$ cat src/rtl/uart_tx_drain.sv
// uart_tx_drain: pops bytes from an upstream FIFO and sends each one as an
// 8N1 UART frame, LSB first. The frame is start, 8 data bits and stop.
// Optional feature macro: UART_TX_PARITY_EN adds an even-parity bit between
// the data bits and the stop bit, which gives 8E1 framing.
// BAUD_DIV sets how many clock cycles each serial bit lasts.
module uart_tx_drain #(
   parameter int unsigned BAUD_DIV = 16
) (
   input  logic       clk,
   input  logic       rst,
   input  logic       fifo_empty,
   input  logic [7:0] fifo_rdata,
   output logic       fifo_rready,
   output logic       txd,
   output logic       busy
);

   localparam int unsigned CNT_W   = $clog2(BAUD_DIV);
   localparam int unsigned IDX_W   = 3;
   localparam int unsigned DATA_W  = 8;

   localparam logic [2:0] S_IDLE   = 3'd0;
   localparam logic [2:0] S_START  = 3'd1;
   localparam logic [2:0] S_DATA   = 3'd2;
`ifdef UART_TX_PARITY_EN
   localparam logic [2:0] S_PARITY = 3'd3;
`endif
   localparam logic [2:0] S_STOP   = 3'd4;

   localparam logic [CNT_W-1:0] CNT_LAST = CNT_W'(BAUD_DIV - 1);

   logic [2:0]        state, state_nxt;
   logic [CNT_W-1:0]  cnt, cnt_nxt;
   logic [IDX_W-1:0]  idx, idx_nxt;
   logic [DATA_W-1:0] shreg, shreg_nxt;
   logic              txd_nxt;
   logic              cnt_last;
`ifdef UART_TX_PARITY_EN
   logic              par_bit;
`endif

   // Pop strobe: only in IDLE and never while reset is held
   assign fifo_rready = !rst && (state == S_IDLE) && !fifo_empty;

   assign cnt_last = (cnt == CNT_LAST);

   // Next-state, counter, bit index, shift register and serial-line value
   always_comb begin
      state_nxt = state;
      cnt_nxt   = cnt;
      idx_nxt   = idx;
      shreg_nxt = shreg;
      txd_nxt   = 1'b1;

      case (state)
         S_IDLE: begin
            if (fifo_rready) begin
               shreg_nxt = fifo_rdata;
               cnt_nxt   = '0;
               idx_nxt   = '0;
               state_nxt = S_START;
            end
         end
         S_START: begin
            if (cnt_last) begin
               cnt_nxt   = '0;
               state_nxt = S_DATA;
            end else begin
               cnt_nxt = cnt + CNT_W'(1);
            end
         end
         S_DATA: begin
            if (cnt_last) begin
               cnt_nxt   = '0;
               shreg_nxt = {1'b0, shreg[DATA_W-1:1]};
               if (idx == IDX_W'(DATA_W - 1)) begin
                  idx_nxt = '0;
`ifdef UART_TX_PARITY_EN
                  state_nxt = S_PARITY;
`else
                  state_nxt = S_STOP;
`endif
               end else begin
                  idx_nxt = idx + IDX_W'(1);
               end
            end else begin
               cnt_nxt = cnt + CNT_W'(1);
            end
         end
`ifdef UART_TX_PARITY_EN
         S_PARITY: begin
            if (cnt_last) begin
               cnt_nxt   = '0;
               state_nxt = S_STOP;
            end else begin
               cnt_nxt = cnt + CNT_W'(1);
            end
         end
`endif
         S_STOP: begin
            if (cnt_last) begin
               cnt_nxt   = '0;
               state_nxt = S_IDLE;
            end else begin
               cnt_nxt = cnt + CNT_W'(1);
            end
         end
         default: begin
            cnt_nxt   = '0;
            idx_nxt   = '0;
            state_nxt = S_IDLE;
         end
      endcase

      // The line value follows the state being entered, so txd is aligned with the state
      case (state_nxt)
         S_START:  txd_nxt = 1'b0;
         S_DATA:   txd_nxt = shreg_nxt[0];
`ifdef UART_TX_PARITY_EN
         S_PARITY: txd_nxt = par_bit;
`endif
         default:  txd_nxt = 1'b1;
      endcase
   end

   // State and datapath registers; reset forces the line idle immediately
   always_ff @(posedge clk or posedge rst) begin
      if (rst) begin
         state <= S_IDLE;
         cnt   <= '0;
         idx   <= '0;
         shreg <= '0;
         txd   <= 1'b1;
         busy  <= 1'b0;
      end else begin
         state <= state_nxt;
         cnt   <= cnt_nxt;
         idx   <= idx_nxt;
         shreg <= shreg_nxt;
         txd   <= txd_nxt;
         busy  <= (state_nxt != S_IDLE);
      end
   end

`ifdef UART_TX_PARITY_EN
   // Even parity over the captured byte, latched on the pop
   always_ff @(posedge clk or posedge rst) begin
      if (rst) begin
         par_bit <= 1'b0;
      end else if (fifo_rready) begin
         par_bit <= ^fifo_rdata;
      end
   end
`endif

endmodule

$ cat config.mk
export PLATFORM = sky130hd
export DESIGN_NAME = uart_tx_drain
export DESIGN_NICKNAME = d
export VERILOG_FILES = /design/src/rtl/uart_tx_drain.sv
export SDC_FILE = /design/constraint.sdc
export NUM_CORES = 1
export LEC_CHECK = 0
export ABC_AREA = 0
export CORE_MARGIN = 4
export CORE_UTILIZATION = 59
export CTS_BUF_LIST = sky130_fd_sc_hd__clkbuf_2 sky130_fd_sc_hd__clkbuf_4 sky130_fd_sc_hd__clkbuf_8
export CTS_CLUSTER_DIAMETER = 50
export CTS_CLUSTER_SIZE = 30
export DETAILED_ROUTE_END_ITERATION = 8
export GPL_ROUTABILITY_DRIVEN = 0
export GPL_TIMING_DRIVEN = 0
export PLACE_DENSITY = 0.86
export SYNTH_ARGS = -nofsm -noshare
export SYNTH_HDL_FRONTEND = slang
export SYNTH_SLANG_ARGS = --single-unit
export TNS_END_PERCENT = 100
$ cat constraint.sdc
create_clock -name clk -period 3.4 [get_ports clk]
set_clock_uncertainty 0.2 [all_clocks]
set_input_delay 1.02 -clock clk [delete_from_list [all_inputs] [get_ports clk]]
set_output_delay 1.02 -clock clk [all_outputs]
set_load 0.01 [all_outputs]
==> impl_metrics.toml <==
[worst_setup_path]
crit_chain = "clkdlybuf4s50_1 -> nor2_2 -> and2_4 -> buf_6 -> clkbuf_2"
cp_slowest_stage_delay_ns = 0.45
crit_type = "input pin to output pin"
crit_path_end_kind = "output pin"
cp-start-kind = "input pin"
cp_max_fo = 10
critical_path.slowest_cell = "clkdlybuf4s50_1"
cp.arrival_ns = 2.06
crit_required_ns = 2.18

[yosys]
ys_ff_latch = 20
synth_area_um2 = 958
synth_cells = 91
yosys.cell_types.count = 30
syn_avg_cell_area_um2 = 10.5
synth.top_cell.area_share_pct = 49.6
yosys_warnings = 0
synth_fp_nets = 105
synth.area.top_cells = "dfrtp_1 50%, nand2_1 7.0%, a22oi_1 5.5%, a22o_1 4.6%, ha_1 3.9%"
ys_seq_area_share_pct = 52.3
synth_top_area_cell = "dfrtp_1"

[run_status]
status = "complete, no violations"

[sta]
hold_viol = 0
rsz0062_at_grt = "false"
slew_viol_final = 0
timing.final.crit_share_pct = 96.4
worst_slew_pin_slew_ns = 0.755
fin_crit_ns = 3.28
setup_violations = 0
fin_ws_ns = 0.121
clock.fmax_ghz = 0.305
finalSetupTns_ns = 0
slew_headroom_pct = 49.6

[drt]
wire_per_inst_um = 14.4
routed_wl_um = 1800
vias = 764
ant_nets = 0
drc = 0
dr.pass1.iters = 4
drt_iter0_drc = 17
routed_via_density = 6.11

[power_and_ir_drop]
power_density_nw_per_um2 = 674
clockPowerShare_pct = 15.6
swShare_pct = 33.7
leakage_nw = 0.546
switching_power_mw = 0.260
seq_power_share_pct = 49.2
p_int_mw = 0.511
ir_drop_v = 0.000390
combPwrFrac_pct = 35.2

[final_layout]
antenna_cells = 0
final_common_cell = "dfrtp_1"
final_cell_mix = "19 x dfrtp_1, 18 x nand2_1, 12 x clkdlybuf4s50_1"
drive_above_1_share_pct = 13.8
area_growth_pct = 19.3
nets = 124
final_cells = 125

[die]
dieWidth_um = 48.3
core_area_um2 = 1520
rows = 14
initial_core_util_pct = 62.9
die_area_um2 = 2330
die_height_um = 48.3
ioPinCount = 14

[worst_hold_path]
min_path_type = "flop to flop"

[clock_network]
clock_sinks = 20
cts_hold_buf = 0
clkLatencyLatePin_ns = 0.29
cts_buffer_depth = 2
clock_tree.htree_level_count = 1
cts-root-buf = "clkbuf_4"
cts_buffers = 3
cts_tree = "done"
clk_pin_slew_worst_paths_ns = 0.11

[flow_run]
cap_violations = 0

[grt]
grt_pass1_vias = 733
grt_max_degree = 21
grt_first_pass_wirelength_um = 3070
antenna_found_initial = 0
track_usage_pct = 15.8
grt_overflow = 0

[placement]
portBuffers = 13
hpwl_um = 1350
place_inst = 120
pre_cts_ws_ns = -0.320
==> sequential cells by signal, indices dropped and copies added (netlist names) <==
signal / flops
busy: 1
shreg: 8
txd: 1
idx: 3
cnt: 4
state: 3
==> stage by stage <==
step / total power [mW] / area (um^2) / hold WS [ns] / util, %
6_report: 0.771 / 1140 / 0.285 / 75.0
5_1_grt: 0.833 / 1140 / 0.319 / 75.0
4_1_cts: 0.775 / 1140 / 0.290 / 74.8
3_5_place_dp: 0.655 / 1110 / 0.263 / 72.7
3_3_place_gp: 0.639 / 1110 / 0.258 / 72.7
2_1_floorplan: 0.570 / 958 / 0.242 / -
==> power groups by stage <==
| stage | combinational, mW | sequential [mW] | clock, mW |
|---|---|---|---|
| global route | 0.305 | 0.389 | 0.139 |
| detailed placement | 0.272 | 0.384 | 0 |
| floorplan | 0.194 | 0.375 | 0 |
| finish | 0.271 | 0.380 | 0.120 |
| CTS | 0.272 | 0.379 | 0.124 |
| global placement | 0.261 | 0.378 | 0 |
==> timing repair <==
| action | CTS | global route |
|---|---|---|
| setup endpoints to repair | 1 | 1 |
| cloned | 0 | 0 |
| gates resized for setup | 2 | 2 |
| pin swaps | 1 | 1 |
| buffers inserted | 0 | 1 |
==> cell families after synthesis <==
logic type	after synthesis	share of synthesized area [%]
AND/OR/NAND/NOR	37	20.9
buffers and inverters	4	2.87
multiplexers	1	1.04
adder cells (fa/ha/maj)	3	3.92
XOR/XNOR	1	0.914
flip-flops	20	52.4
AO/OA/AOI/OAI	25	18.0
==> metal layers <==
metal / vias to the layer above / part of all wire, % / GRT usage, %
met5: - / 0 / 0
met1: 379 / 44 / 20.4
met3: 4 / 3.3 / 2.76
met2: 15 / 51 / 26.5
li1: 366 / - / -
met4: 0 / 1.1 / 5.53
==> critical path: cells and delay by family <==
kind / cells / cell delay (ns)
simple gates: 2 / 0.32
buf+inv: 3 / 0.72
==> cell type report <==
| class | instances | area (um^2) |
|---|---|---|
| multi-input combinational | 67 | 432 |
| fill | 108 | 380 |
| sequential | 20 | 502 |
| clock buffer | 4 | 30.0 |
| inverter | 1 | 3.75 |
| buffer | 3 | 23.8 |
| tap | 16 | 20.0 |
| timing repair buffer | 14 | 133 |
==> path summary, 6_finish.rpt <==
kind                          start           to  slack (ns)  depth (start not counted)
max                             rst  fifo_rready        0.12                          5
min in group asynchronous       rst     shreg[0]        1.03                          2
min                        shreg[2]     shreg[2]        0.29                          2
max reg2reg                  cnt[0]          txd        1.31                          5
min reg2reg                shreg[2]     shreg[2]        0.29                          2
max in group asynchronous       rst       cnt[0]        1.50                          2
==> synthesized netlist by cell type (all sizes together) <==
cell,n
nand2b,3
nand2,18
dfstp,1
buf,3
nor3,1
dfrtp,19
inv,1
nor2,2
ha,3
a21o,3
o22ai,1
a31oi,2
nand3,3
or3,1
a22oi,7
mux2i,1
nor3b,3
nor2b,1
and3,1
a22o,5
and2,2
a21oi,6
xnor2,1
nand4b,1
o21ai,1
nand4,1
(Power assumes the default switching activity.)
